[config.mk]
export PLATFORM = sky130hd
export DESIGN_NAME = uart_fifo_core
export DESIGN_NICKNAME = d
export VERILOG_FILES = /design/src/rtl/uart_fifo_core.sv
export SDC_FILE = /design/constraint.sdc
export NUM_CORES = 1
export LEC_CHECK = 0
export CAP_MARGIN = 25
export CELL_PAD_IN_SITES_DETAIL_PLACEMENT = 2
export CELL_PAD_IN_SITES_GLOBAL_PLACEMENT = 2
export CORE_MARGIN = 2
export CORE_UTILIZATION = 40
export DETAILED_ROUTE_END_ITERATION = 10
export HOLD_SLACK_MARGIN = 0.02
export PLACE_DENSITY_LB_ADDON = 0.2
export SLEW_MARGIN = 5
export SYNTH_ARGS = -nofsm -noshare
export SYNTH_HDL_FRONTEND = slang
export SYNTH_SLANG_ARGS = --single-unit
[constraint.sdc]
create_clock -name i_clk -period 3.2 [get_ports i_clk]
set_input_delay 0.32 -clock i_clk [delete_from_list [all_inputs] [get_ports i_clk]]
set_output_delay 0.32 -clock i_clk [all_outputs]
set_load 0.005 [all_outputs]
[src/rtl/uart_fifo_core.sv]
// uart_fifo_core: single-clock UART with TX/RX FIFOs, driven by an
// oversample tick enable derived from the system clock.
//
// Ports:
//   i_clk, i_rst             system clock, synchronous active-high reset
//   i_divisor                tick period minus 1, in clocks
//   i_parity_en/_odd         parity present / odd parity select
//   i_two_stop               TX sends two stop bits
//   i_loopback               RX fed from internal TX line, o_tx held high
//   i_flow_en, i_cts, o_rts  hardware flow control
//   i_tx_data/_valid, o_tx_ready                TX FIFO push side
//   o_rx_data/_status/_valid, i_rx_ready        RX FIFO pop side (FWFT)
//   o_overrun, i_clr_overrun sticky RX drop flag
//   o_tx_busy                frame in flight or TX FIFO non-empty
//   i_rx, o_tx               serial pins
module uart_fifo_core #(
  parameter int DataWidth  = 8,
  parameter int FifoDepth  = 16,
  parameter int OverSample = 16,
  parameter int DivWidth   = 16
) (
  input  logic                 i_clk,
  input  logic                 i_rst,
  input  logic [DivWidth-1:0]  i_divisor,
  input  logic                 i_parity_en,
  input  logic                 i_parity_odd,
  input  logic                 i_two_stop,
  input  logic                 i_loopback,
  input  logic                 i_flow_en,
  input  logic [DataWidth-1:0] i_tx_data,
  input  logic                 i_tx_valid,
  output logic                 o_tx_ready,
  output logic [DataWidth-1:0] o_rx_data,
  output logic [2:0]           o_rx_status,
  output logic                 o_rx_valid,
  input  logic                 i_rx_ready,
  output logic                 o_overrun,
  input  logic                 i_clr_overrun,
  output logic                 o_tx_busy,
  input  logic                 i_rx,
  output logic                 o_tx,
  input  logic                 i_cts,
  output logic                 o_rts
);
  localparam int AW = $clog2(FifoDepth);
  localparam int CW = AW + 1;
  localparam int OW = $clog2(OverSample);
  localparam int BW = $clog2(DataWidth + 1);
  localparam int RW = DataWidth + 3;

  // Tick generator; the divisor is only picked up at wrap so a live change
  // never strands the counter above the compare value.
  logic [DivWidth-1:0] div_cnt, div_q;
  logic                tick;
  assign tick = (div_cnt == div_q);
  always_ff @(posedge i_clk) begin
    if (i_rst || tick) begin
      div_cnt <= '0;
      div_q   <= i_divisor;
    end else begin
      div_cnt <= div_cnt + 1'b1;
    end
  end

  // TX FIFO
  logic [DataWidth-1:0] tx_mem [FifoDepth];
  logic [AW-1:0]        tx_wp, tx_rp;
  logic [CW-1:0]        tx_cnt;
  logic                 tx_push, tx_pop;
  assign o_tx_ready = (tx_cnt != CW'(FifoDepth));
  assign tx_push    = i_tx_valid & o_tx_ready;

  always_ff @(posedge i_clk) if (tx_push) tx_mem[tx_wp] <= i_tx_data;

  always_ff @(posedge i_clk) begin
    if (i_rst) begin
      tx_wp <= '0; tx_rp <= '0; tx_cnt <= '0;
    end else begin
      if (tx_push) tx_wp <= tx_wp + 1'b1;
      if (tx_pop)  tx_rp <= tx_rp + 1'b1;
      case ({tx_push, tx_pop})
        2'b10:   tx_cnt <= tx_cnt + 1'b1;
        2'b01:   tx_cnt <= tx_cnt - 1'b1;
        default: tx_cnt <= tx_cnt;
      endcase
    end
  end

  // TX FSM
  typedef enum logic [2:0] {T_IDLE, T_START, T_DATA, T_PAR, T_STOP1, T_STOP2} tx_st_e;
  tx_st_e               tx_st;
  logic [OW-1:0]        tx_tc;
  logic [BW-1:0]        tx_bc;
  logic [DataWidth-1:0] tx_sh;
  logic                 tx_par_en, tx_par_bit, tx_two, tx_line;
  logic                 tx_can_start, tx_bit_end, tx_frame_end;

  assign tx_can_start = (tx_cnt != '0) & (~i_flow_en | i_cts);
  assign tx_bit_end   = tick & (tx_tc == OW'(OverSample - 1));
  assign tx_frame_end = tx_bit_end & ((tx_st == T_STOP2) | ((tx_st == T_STOP1) & ~tx_two));
  // Popping on the tick that ends the last stop bit gives gapless frames.
  assign tx_pop       = tick & tx_can_start & ((tx_st == T_IDLE) | tx_frame_end);

  always_ff @(posedge i_clk) begin
    if (i_rst) begin
      tx_st <= T_IDLE; tx_line <= 1'b1; tx_tc <= '0; tx_bc <= '0; tx_sh <= '0;
      tx_par_en <= 1'b0; tx_par_bit <= 1'b0; tx_two <= 1'b0;
    end else if (tx_pop) begin
      tx_st      <= T_START;
      tx_line    <= 1'b0;
      tx_tc      <= '0;
      tx_sh      <= tx_mem[tx_rp];
      tx_par_en  <= i_parity_en;
      tx_par_bit <= (^tx_mem[tx_rp]) ^ i_parity_odd;
      tx_two     <= i_two_stop;
    end else if (tx_frame_end) begin
      tx_st <= T_IDLE; tx_line <= 1'b1; tx_tc <= '0;
    end else if (tick && tx_st != T_IDLE) begin
      if (!tx_bit_end) begin
        tx_tc <= tx_tc + 1'b1;
      end else begin
        tx_tc <= '0;
        case (tx_st)
          T_START: begin
            tx_st <= T_DATA; tx_line <= tx_sh[0]; tx_sh <= tx_sh >> 1; tx_bc <= BW'(1);
          end
          T_DATA:
            if (tx_bc == BW'(DataWidth)) begin
              if (tx_par_en) begin tx_st <= T_PAR;   tx_line <= tx_par_bit; end
              else           begin tx_st <= T_STOP1; tx_line <= 1'b1;       end
            end else begin
              tx_line <= tx_sh[0]; tx_sh <= tx_sh >> 1; tx_bc <= tx_bc + 1'b1;
            end
          T_PAR:   begin tx_st <= T_STOP1; tx_line <= 1'b1; end
          T_STOP1: tx_st <= T_STOP2;  // single-stop frames leave via tx_frame_end
          default: tx_st <= T_IDLE;
        endcase
      end
    end
  end

  assign o_tx      = i_loopback ? 1'b1 : tx_line;
  assign o_tx_busy = (tx_st != T_IDLE) | (tx_cnt != '0);

  // RX synchroniser, idles high
  logic [1:0] rx_sync;
  logic       rx_s;
  always_ff @(posedge i_clk) begin
    if (i_rst) rx_sync <= 2'b11;
    else       rx_sync <= {rx_sync[0], i_loopback ? tx_line : i_rx};
  end
  assign rx_s = rx_sync[1];

  // RX FSM
  typedef enum logic [2:0] {R_IDLE, R_START, R_DATA, R_PAR, R_STOP, R_WAIT} rx_st_e;
  rx_st_e               rx_st;
  logic [OW-1:0]        rx_tc;
  logic [BW-1:0]        rx_bc;
  logic [DataWidth-1:0] rx_sh;
  logic                 rx_par_en, rx_par_odd, rx_perr, rx_pbit, rx_wr;
  logic [RW-1:0]        rx_wd;   // {break, frame_err, parity_err, data}
  logic                 rx_bit_end;
  assign rx_bit_end = (rx_tc == OW'(OverSample - 1));

  always_ff @(posedge i_clk) begin
    if (i_rst) begin
      rx_st <= R_IDLE; rx_tc <= '0; rx_bc <= '0; rx_sh <= '0;
      rx_par_en <= 1'b0; rx_par_odd <= 1'b0; rx_perr <= 1'b0; rx_pbit <= 1'b0;
      rx_wr <= 1'b0; rx_wd <= '0;
    end else begin
      rx_wr <= 1'b0;
      if (tick) begin
        case (rx_st)
          R_IDLE: if (!rx_s) begin rx_st <= R_START; rx_tc <= '0; end
          R_START:
            if (rx_tc == OW'(OverSample / 2 - 1)) begin
              rx_tc <= '0;
              if (rx_s) rx_st <= R_IDLE;  // glitch
              else begin
                rx_st <= R_DATA; rx_bc <= '0; rx_perr <= 1'b0; rx_pbit <= 1'b0;
                rx_par_en <= i_parity_en; rx_par_odd <= i_parity_odd;
              end
            end else rx_tc <= rx_tc + 1'b1;
          R_DATA:
            if (rx_bit_end) begin
              rx_tc <= '0;
              rx_sh <= {rx_s, rx_sh[DataWidth-1:1]};
              rx_bc <= rx_bc + 1'b1;
              if (rx_bc == BW'(DataWidth - 1)) rx_st <= rx_par_en ? R_PAR : R_STOP;
            end else rx_tc <= rx_tc + 1'b1;
          R_PAR:
            if (rx_bit_end) begin
              rx_tc   <= '0;
              rx_pbit <= rx_s;
              rx_perr <= rx_s ^ (^rx_sh) ^ rx_par_odd;
              rx_st   <= R_STOP;
            end else rx_tc <= rx_tc + 1'b1;
          R_STOP:
            if (rx_bit_end) begin
              rx_tc <= '0;
              rx_wr <= 1'b1;
              rx_wd <= {~rx_s & (rx_sh == '0) & ~(rx_par_en & rx_pbit),
                        ~rx_s, rx_par_en & rx_perr, rx_sh};
              rx_st <= rx_s ? R_IDLE : R_WAIT;
            end else rx_tc <= rx_tc + 1'b1;
          R_WAIT:  if (rx_s) rx_st <= R_IDLE;
          default: rx_st <= R_IDLE;
        endcase
      end
    end
  end

  // RX FIFO, one cycle behind the FSM. A pop in the same cycle frees the slot,
  // so push+pop while full is not an overrun.
  logic [RW-1:0] rx_mem [FifoDepth];
  logic [AW-1:0] rx_wp, rx_rp;
  logic [CW-1:0] rx_cnt;
  logic          rx_full, rx_push, rx_pop, rx_drop;
  assign rx_full    = (rx_cnt == CW'(FifoDepth));
  assign o_rx_valid = (rx_cnt != '0);
  assign rx_pop     = o_rx_valid & i_rx_ready;
  assign rx_push    = rx_wr & (~rx_full | rx_pop);
  assign rx_drop    = rx_wr & rx_full & ~rx_pop;

  always_ff @(posedge i_clk) begin
    if (i_rst) begin
      rx_wp <= '0; rx_rp <= '0; rx_cnt <= '0; o_overrun <= 1'b0; o_rts <= 1'b1;
      for (int i = 0; i < FifoDepth; i++) rx_mem[i] <= '0;
    end else begin
      if (rx_push) begin rx_mem[rx_wp] <= rx_wd; rx_wp <= rx_wp + 1'b1; end
      if (rx_pop)  rx_rp <= rx_rp + 1'b1;
      case ({rx_push, rx_pop})
        2'b10:   rx_cnt <= rx_cnt + 1'b1;
        2'b01:   rx_cnt <= rx_cnt - 1'b1;
        default: rx_cnt <= rx_cnt;
      endcase
      o_overrun <= rx_drop | (o_overrun & ~i_clr_overrun);
      o_rts     <= ~i_flow_en | ~rx_full;
    end
  end

  assign o_rx_data   = rx_mem[rx_rp][DataWidth-1:0];
  assign o_rx_status = rx_mem[rx_rp][RW-1:DataWidth];
endmodule

==> impl_metrics.ini <==
[outcome]
outcome = finished with violations
violations = design-rule violations

[critical_path]
path_class = reg -> out
cp_max_fo = 12
cp_cell_sequence = buf_12 -> mux4_2 -> mux4_2 -> clkdlybuf4s50_1
crit_top_cell = mux4_2
cp_data_arrival_time_ns = 2.79
crit_family = multiplexers
rrSetupSlack_ns = 0.27
crit_slowest_cell = mux4_2
cp.buffers_inverters = 2
cpPeakStageDelay_ns = 0.59
critPathLaunchType = register
cp-end-kind = output port
worstPathRequired_ns = 2.88

[detailed_routing]
drtIter0Drc = 578
firstDrtPassIters = 7
dr_total_vias = 11315
post-route-drc-count = 2
postRouteAntennaNets = 0
vias_per_cell = 5.357
drt-total-wl_um = 49880
wl_per_cell_um = 23.62

[grt]
grt_pass1_wl_um = 77350
antenna_found_initial = 0
first_global_vias = 12567
track_usage = 0.2075
grt_max_degree = 49
overflow = 0

[hold_path]
hp-class = in -> reg

[synth]
ys_seq_elements = 432
synth_area_leader_cell = edfxtp_1
synth_edf_count = 320
ys_types = 59
netlist_area_sq_um = 18940
ys_seq_area_frac = 0.6258
ys.warnings.count = 0
avgSynthCellArea_sq_um = 13.88
ys_async_sr_fraction = 0
ys.flop_type = edfxtp_1
synthCells = 1364
synth_top_area_frac = 0.5074
synth_nets = 1428
synthTopCellsByArea = edfxtp_1, dfxtp_1, mux4_2

[clock_tree]
clock_latency_ns = 0.61
cts_made_buffers = 48
cts_root_buf = clkbuf_16
clock_sinks = 432
cts_tree = built
htree_num_levels = 2
cts_buffer_depth = 3
clkTransAtPathRegs_ns = 0.06

[power]
power.density_nw_per_um2 = 608.7
power_leakage_nw = 7.535
peakVddDrop_mv = 0.4583

[timing]
worst_pin_slew_ns = 0.8385
rsz0062_at_grt = false
clock_skew_ns = 0.03010
layout_setup_ws_ns = 0.08547
finalSetupTns_ns = 0
finalCriticalPeriod_ns = 3.115
fmax_mhz = 321.1
setup_viol = 0
finalCritPeriodShare = 0.9733
hold_viol_final = 0
timing.slew.headroom = 0.4403
drv_slew = 0

[floorplanning]
dieArea_sq_um = 49100
ioPinCount = 53
rows = 79
initial_core_util = 0.4059
core-area_sq_um = 46650
die_w_um = 221.6
die_h_um = 221.6

[flow_run]
drv_cap = 0

[cells_and_area]
diodes = 0
final_cell_mix = edfxtp_1, and2_1, nor2_1
nets = 1530
final_common_cell = edfxtp_1
fill_cells = 4491
drive_gt1_frac = 0.1635
postLayoutCoreUtil = 0.4720
synthToLayoutAreaGrowth_pct = 16.29

[placement]
post-dp-hpwl_um = 33250
pre_cts_slack_ns = 0.1520
port_buffers = 52
gp_congestion = 0.7632
flip-flops by register name, indices dropped and copies added (netlist names), 5 cells and up, named ones only:
signal	count
rx_mem	176
tx_mem	128
div_cnt	16
div_q	16
rx_wd	11
rx_sh	8
tx_sh	8
rx_cnt	5
tx_cnt	5
cell families after synthesis:
kind of cell             Yosys count  synth area share
buffers and inverters            114           0.02616
flip-flops                       432            0.6258
adder cells (fa/ha/maj)           28           0.01890
AO/OA/AOI/OAI                    114           0.03436
AND/OR/NAND/NOR                  496            0.1390
multiplexers                     119            0.1250
XOR/XNOR                          61           0.03079
report_power, final:
part | leakage, nW | internal, mW | switching, mW | total [mW]
logic | 2.90 | 0.926 | 0.866 | 1.79
registers | 3.91 | 6.21 | 0.126 | 6.34
clock network | 0.727 | 2.94 | 2.33 | 5.27
final cells by class:
class	instances	area, sq um	area share
clock buffers	56	1241	0.05636
well taps	607	759.5	0.03449
repair buffers	137	1235	0.05608
flip-flops and latches	432	11860	0.5385
multi-input cells	818	6590	0.2993
inverters	29	108.9	0.004943
clock inverters	33	229.0	0.01040
repair_timing:
| item | in CTS | in global routing |
|---|---|---|
| resized for setup | 2 | 0 |
| buffers inserted | 1 | 0 |
| endpoints found under the setup margin | 11 | 0 |
| hold buffers | 0 | 0 |
worst register-to-register path: stages (launching register included):
cell and delay [ns]:
edfxtp_1 0.38, xnor2_1 0.20, nand4_1 0.20, nor4_4 0.37, nand2_2 0.10, inv_2 0.07, ha_1 0.19, xor2_1 0.18
ha_1 0.23, o21ai_0 0.09, a21oi_1 0.15, a21oi_1 0.10, xor2_1 0.15, or3_1 0.31, a21oi_1 0.14
path summary, 6_finish.rpt:
check | start | depth (start not counted) | endpoint
hold / removal | i_rst | 4 | rx_sync[0]$_SDFF_PP1_
setup reg to reg | div_q[14]$_DFFE_PP_ | 14 | tx_cnt[4]$_SDFFE_PP0P_
setup / recovery | register | 4 | o_rx_status[0]
hold reg to reg | rx_sync[0]$_SDFF_PP1_ | 1 | rx_sync[1]$_SDFF_PP1_
metal layers:
metal | track usage | part of all wire
met1 | 0.2578 | 0.42
met3 | 0.02452 | 0.026
met4 | 0.05667 | 0.021
met2 | 0.3812 | 0.53
met5 | 0 | 0
metrics by stage:
step           cells  cell area [sq um]  hold slack [ns]  power, mW
2_1_floorplan   1364              18940           0.3895      7.447
3_3_place_gp    2022              20540           0.3993      8.208
3_5_place_dp    2022              20540           0.4040      8.273
4_1_cts         2112              22020           0.1901      13.60
5_1_grt         2112              22020           0.2228      13.89
6_report        2112              22020           0.2198      13.40
cell usage after synthesis (2+ instances only):
cell	number
clkbuf_1	68
and2_1	182
edfxtp_1	320
o22ai_1	3
a21o_1	2
or2_1	6
xnor2_1	35
a2bb2oi_1	3
nand3b_1	4
inv_1	28
xor2_1	22
mux4_2	81
or2_2	3
nand2_1	62
buf_1	9
and3b_1	3
o21ai_1	9
a211oi_1	9
buf_12	2
nor3b_1	2
nor2_1	126
nor4_1	2
nand2b_1	10
and3_1	14
or4_1	3
nor2b_1	11
o21ai_0	25
a22oi_1	5
a31oi_1	2
or3_1	11
a21oi_1	50
dfxtp_1	112
buf_6	2
ha_1	27
mux2i_1	28
nand3_1	25
nor3_1	12
xnor3_1	3
nand4_1	13
mux4_1	10
o31ai_1	2
(Power assumes the default switching activity.)
